--- config.mk ---
export PLATFORM = sky130hd
export DESIGN_NAME = fetch_pc_ctrl
export DESIGN_NICKNAME = d
export VERILOG_FILES = /design/src/rtl/common.sv /design/src/rtl/pipes.sv /design/src/rtl/fetch_pc_ctrl.sv
export SDC_FILE = /design/constraint.sdc
export NUM_CORES = 1
export LEC_CHECK = 0
export CORE_ASPECT_RATIO = 0.5
export CORE_MARGIN = 1
export CORE_UTILIZATION = 30
export DETAILED_ROUTE_END_ITERATION = 7
export GPL_ROUTABILITY_DRIVEN = 0
export GPL_TIMING_DRIVEN = 0
export PLACE_DENSITY_LB_ADDON = 0.1
export SETUP_SLACK_MARGIN = 0.05
export SYNTH_ARGS = -nofsm -noshare
export SYNTH_HDL_FRONTEND = slang
export SYNTH_SLANG_ARGS = --single-unit
--- constraint.sdc ---
create_clock -name clk -period 2.36 [get_ports clk]
set_clock_uncertainty 0.2 [all_clocks]
set_input_delay 0.354 -clock clk [delete_from_list [all_inputs] [get_ports clk]]
set_output_delay 0.354 -clock clk [all_outputs]
set_load 0.005 [all_outputs]
--- src/rtl/common.sv ---
// Shared scalar types and architectural constants used across the core.
package common;
  typedef logic [63:0] u64;
  typedef logic [31:0] u32;

  localparam u64 PCINIT = 64'h0000_0000_8000_0000;
endpackage

--- src/rtl/pipes.sv ---
// Pipeline-stage state encodings shared between stage controllers.
package pipes;
  typedef enum logic [1:0] {
    REQ   = 2'd0,
    HOLD  = 2'd1,
    DRAIN = 2'd2
  } fetch_state_t;
endpackage

--- src/rtl/fetch_pc_ctrl.sv ---
// Fetch PC sequencer: one ibus request in flight, data_ok -> out_valid next cycle, accept -> next request next cycle.
// The presented instruction is held stable while out_ready is low; a redirect squashes it or drains the in-flight request.
module fetch_pc_ctrl
  import common::*;
  import pipes::*;
#(
  parameter u64 RESET_PC = PCINIT
) (
  input  logic        clk,
  input  logic        reset,
  output logic        ireq_valid,
  output logic [63:0] ireq_addr,
  input  logic        iresp_data_ok,
  input  logic [31:0] iresp_data,
  input  logic        redirect_valid,
  input  logic [63:0] redirect_pc,
  input  logic [63:0] pred_pc,
  output logic        out_valid,
  input  logic        out_ready,
  output logic [63:0] out_pc,
  output logic [31:0] out_instr,
  output logic        out_misalign
);

  fetch_state_t state_q, state_d;
  u64           pc_q, pc_d;
  u64           pending_pc_q, pending_pc_d;
  u64           out_pc_q, out_pc_d;
  u32           out_instr_q, out_instr_d;
  logic         out_misalign_q, out_misalign_d;
  logic         pc_misalign;

  assign pc_misalign = (pc_q[1:0] != 2'b00);

  // pc_q stays at the issued address through DRAIN, which keeps ireq_addr stable.
  assign ireq_valid   = ((state_q == REQ) && !pc_misalign) || (state_q == DRAIN);
  assign ireq_addr    = pc_q;
  assign out_valid    = (state_q == HOLD);
  assign out_pc       = out_pc_q;
  assign out_instr    = out_instr_q;
  assign out_misalign = out_misalign_q;

  always_comb begin
    state_d        = state_q;
    pc_d           = pc_q;
    pending_pc_d   = pending_pc_q;
    out_pc_d       = out_pc_q;
    out_instr_d    = out_instr_q;
    out_misalign_d = out_misalign_q;

    case (state_q)
      REQ: begin
        if (pc_misalign) begin
          // No bus access was made, so a redirect can be taken immediately.
          if (redirect_valid) begin
            pc_d = redirect_pc;
          end else begin
            state_d        = HOLD;
            out_pc_d       = pc_q;
            out_instr_d    = '0;
            out_misalign_d = 1'b1;
          end
        end else if (iresp_data_ok) begin
          if (redirect_valid) begin
            pc_d = redirect_pc;
          end else begin
            state_d        = HOLD;
            out_pc_d       = pc_q;
            out_instr_d    = iresp_data;
            out_misalign_d = 1'b0;
          end
        end else if (redirect_valid) begin
          state_d      = DRAIN;
          pending_pc_d = redirect_pc;
        end
      end

      HOLD: begin
        if (redirect_valid) begin
          state_d = REQ;
          pc_d    = redirect_pc;
        end else if (out_ready) begin
          state_d = REQ;
          pc_d    = pred_pc;
        end
      end

      DRAIN: begin
        if (redirect_valid) begin
          pending_pc_d = redirect_pc;
        end
        if (iresp_data_ok) begin
          state_d = REQ;
          pc_d    = pending_pc_d;
        end
      end

      default: begin
        state_d = REQ;
      end
    endcase
  end

  always_ff @(posedge clk) begin
    if (reset) begin
      state_q        <= REQ;
      pc_q           <= RESET_PC;
      pending_pc_q   <= '0;
      out_pc_q       <= '0;
      out_instr_q    <= '0;
      out_misalign_q <= 1'b0;
    end else begin
      state_q        <= state_d;
      pc_q           <= pc_d;
      pending_pc_q   <= pending_pc_d;
      out_pc_q       <= out_pc_d;
      out_instr_q    <= out_instr_d;
      out_misalign_q <= out_misalign_d;
    end
  end

endmodule

-- Word-level counts from Yosys, hierarchy flattened
Index checks and enable logic that the tools add are counted.
W data, S select, Z words.
- ROM bits: 0
- word-level logic and storage cells: 58
- RAM bits: 0
- flip-flop bits (word level): 227
- memories kept: 0
- input port bits: 165
- bits in latches: 0
- output and inout port bits: 163
- equality and inequality tests: 8
- add/subtract/negate cells: 0
- shift-type cells: 0
- div/mod/pow operators: 0
- order comparisons: 0
- $mul: 0
- bitwise gates (word level): 1
- mux-type cells: 30
- reduce and logical (&&, ||, !) cells: 13
- operators by type and width (operator ; count):
    $mux W64 ; 12
    $pmux W64 S3 ; 1
    $mux W32 ; 4
    $pmux W64 S2 ; 1
    $mux W2 ; 7
    $reduce_and A3 Y1 ; 3
    $ne A2 B2 Y1 const B ; 3
    $pmux W2 S3 ; 1
    $reduce_bool A2 Y1 ; 3
    $mux W1 ; 4
    $ne A4 B4 Y1 const B ; 1
    $reduce_and A4 Y1 ; 1
    $ne A3 B2 Y1 const B ; 1
    $ne A3 B3 Y1 const B ; 1
    $reduce_bool A3 Y1 ; 1
    $eq A2 B1 Y1 const B ; 1
    $eq A2 B2 Y1 const B ; 1
    $logic_not A2 Y1 ; 1
    $reduce_and A2 Y1 ; 1
    $logic_and A1 B1 Y1 ; 1
    $logic_not A1 Y1 ; 1
    $logic_or A1 B1 Y1 ; 1
    $not A1 Y1 ; 1

-- Logic depth before layout (Yosys ltp)
- depth after elaboration: 4
- depth in mapped cells: 8
- mapped depth without buffers: 6

-- Worst setup path before layout
No wires, ideal clock.
- path type: flip-flop to flip-flop
- from: register state_q[0]
- to: register pc_q[54], in the netlist ireq_addr[54]
- setup slack: -21 ps
- period minus slack after synthesis: 2381 ps
- arrival: 2058 ps
- setup time: 123 ps
- stages on the path, launching flop included: 9
- data required time: 2037 ps
- path buffers: 2
- cell sequence: dfxtp_1 inv_1 ha_1 nor4b_1 a211o_1 a211o_1 buf_2 buf_4 mux2_1
- longest elaborated chain between the ends: 3
- elaborated cells between the ends (all ways): 9
- classes of those cells: 5 x eq/ne; 1 x mux; 3 x reduce/logical
- RTL lines (item ; RTL line ; text):
    start, declared ; fetch_pc_ctrl.sv:25 ; fetch_state_t state_q, state_d;
    start signal, assigned ; fetch_pc_ctrl.sv:113 ; state_q <= state_d;
    $eq A2 B1 Y1, or another cell as far along ; fetch_pc_ctrl.sv:51 ; case (state_q)
    $ne A3 B2 Y1 (no source line), or another cell as far along ; -- ;
    $reduce_and A4 Y1 (no source line) ; -- ;
    end signal, assigned ; fetch_pc_ctrl.sv:114 ; pc_q <= pc_d;
    end, declared ; fetch_pc_ctrl.sv:26 ; u64 pc_q, pc_d;
Parallel ways exist; a longest one is shown, timed or not.
A chain may end at the register's enable or synchronous reset.

-- Final worst setup path
- from: register state_q[0]
- to: register pc_q[22], in the netlist ireq_addr[22]
Same word-level chain as after synthesis.

==> run summary <==
CTS tree = yes
Num CTS Buffers = 23
Crit end category = flip-flop
Worst Tran Pin Value = 0.729 ns
Unrepaired setup endpoints after global routing = yes
Critical path peak fanout = 8
Drt pass-1 iters = 8
Final setup vio count = 22
Worst-path clk slew = 0.06 ns
Gr ovfl total = 0
CTS sink count = 227
Tot GR Track Use = 20.6%
DRT Wirelength = 34,500 um
CP Data Required Time = 2.57 ns
Worst-case clock buffer depth = 3
Routed length on met2 = 16,300 um
Synth Cell Area = 9340 sq um
Yosys cell types = 33
Critical path arrival = 2.60 ns
I/O Pins = 328
Hold crit path type = primary input to flip-flop
# fillers = 2,961
Dpl cells = 1,850
Initial Utilization = 30.7%
CTS H-Tree Depth = 1
Overall power = 12,900 uW
Area grow syn2layout = 55.1%
Fin crit share = 101%
CP Launch Type = flip-flop
Vias/cell = 4.89
Final nets = 1,627
Layout Utilization = 47.5%
Slew Limit Headroom = 51.4%
WL per Instance = 18.1 um
Total vias in the final route = 9,306
Root Buffer = clkbuf_16
WHS Path Cells = 3
Max Cap Viol = 0
Hold Buf Count CTS = 0
Die width = 252 um
Yosys reg bits = 227
Final Max Slew Viols = 0
WL met1 = 15,400 um
Largest net degree at the start of global routing = 16
VDD IR max = 0.529 mV
DRC errors left = 0
Initial DRC Count = 558
CP Class = flip-flop to flip-flop
Total negative slack = -0.191 ns
Maximum clock frequency = 419 MHz
Initial antenna violation count = 6
Syn avg cell area = 8.48 sq um
Ys async rst share = 0%
Post-Syn Nets = 1,270
Die area = 31,900 sq um
Yosys warns = 0
Sequential area share after synthesis = 48.7%
Core area = 30,500 sq um
DP HPWL = 24,700 um
Reg2Reg Depth = 8
Final Hold Fails = 0
First-pass GRT wire length = 51,600 um
Vias in the first global route = 9,132
Top Metal Used = met4
Cell count after synthesis = 1,101
Final WS setup = -0.0252 ns
Status = complete, but fails checks
Number of synthesized flops with an enable pin = 0
Row cnt = 45
Share of cells above drive strength 1 = 11.3%
Static Leak = 0.00536 uW
Non-filler instance count after layout = 1,904
Input/output buffers = 326
Top FF cell, synth = dfxtp_1
Power Density = 890 nW/um^2
Met3 WL = 1940 um
Minimum clock period = 2.39 ns
Worst-Skew Late Latency = 0.53 ns
Die height = 127 um
Final ANT Viol Nets = 0
Failing checks = setup timing
## flip-flops by register name, indices dropped and copies added (netlist names)
signal	flops
out_misalign	1
state_q	2
out_pc	64
pending_pc_q	64
ireq_addr	64
out_instr	32
## metrics by stage
step | area [sq um] | worst slack, ns | hold slack (ns)
after floorplan | 9350 | 0.0555 | 0.236
after detailed placement | 13100 | -1.17 | 0.246
after global routing | 14500 | -0.0708 | 0.206
after global placement | 13100 | -1.14 | 0.242
after CTS | 14100 | 0.0135 | 0.182
final | 14500 | -0.0252 | 0.204
## routing by layer
layer  up-vias  GRT usage (%)
li1       4523              -
met1      4407           26.6
met2       326           34.3
met3        50           4.25
met4         0           6.85
met5         -              0
## Yosys cell counts (all sizes together) (3+ instances only)
| cell type | n | share of area, % |
|---|---|---|
| ha | 4 | 0.54 |
| mux2 | 63 | 7.6 |
| nor2b | 64 | 4.3 |
| nand3 | 63 | 3.4 |
| buf | 24 | 1.2 |
| o21ai | 3 | 0.16 |
| nand2 | 258 | 10 |
| clkbuf | 74 | 3.0 |
| nor2 | 5 | 0.20 |
| inv | 4 | 0.16 |
| a22o | 32 | 3.0 |
| a21oi | 195 | 10 |
| a22oi | 63 | 5.1 |
| dfxtp | 227 | 49 |
## cell families after synthesis
group                    synth area share, %
AND/OR/NAND/NOR                         19.2
AO/OA/AOI/OAI                           19.5
flip-flops                              48.7
buffers and inverters                   4.38
multiplexers                            7.70
adder cells (fa/ha/maj)                0.536
## layout make-up
| type | count | area, sq um | area share, % |
|---|---|---|---|
| tap | 423 | 529 | 3.66 |
| clock buffer | 32 | 639 | 4.42 |
| sequential | 227 | 4550 | 31.5 |
| antenna | 6 | 15.0 | 0.104 |
| timing repair buffer | 336 | 3370 | 23.3 |
| multi-input combinational | 772 | 4620 | 31.9 |
| buffer | 94 | 546 | 3.77 |
| inverter | 4 | 17.5 | 0.121 |
| clock inverter | 10 | 186 | 1.29 |
## repair_timing
| action | in CTS | in global routing |
|---|---|---|
| setup buffers | 2 | 6 |
| pin swaps | 2 | 4 |
| resized for setup | 59 | 99 |
| endpoints found under the setup margin | 226 | 202 |
| gates cloned | 0 | 2 |
## layout by cell type (no fill, tap or decap), drive strengths merged, types with 3 or more instances in the layout
| master | instances |
|---|---|
| a22oi | 63 |
| nand2 | 258 |
| inv | 6 |
| nand3 | 63 |
| clkinv | 3 |
| nor2 | 5 |
| ha | 4 |
| clkbuf | 110 |
| mux2 | 63 |
| diode | 6 |
| dfxtp | 227 |
| clkdlybuf4s50 | 324 |
| buf | 26 |
| bufinv | 5 |
| o21ai | 3 |
| nor2b | 64 |
| a22o | 32 |
| a21oi | 195 |
## critical path: stages (launching register included)
cell and delay, ns:
dfxtp_4 0.38, inv_4 0.05, ha_4 0.18, nor4b_4 0.15, a211o_1 0.31, a211o_4 0.35, clkbuf_16 0.18, clkbuf_16 0.16
mux2_4 0.29
## report_power, final
part / internal (uW) / switching [uW]
logic: 2200 / 1870
clock network: 2450 / 1610
registers: 4370 / 378
## final timing paths
check                           slack [ns]              from                to
worst max-delay path                 -0.03        state_q[0]     ireq_addr[22]
worst min register to register        0.25  pending_pc_q[59]  pending_pc_q[59]
worst max register to register       -0.03        state_q[0]     ireq_addr[22]
worst min-delay path                  0.20   redirect_pc[18]  pending_pc_q[18]
No activity file was read; power rests on OpenSTA's default activity.
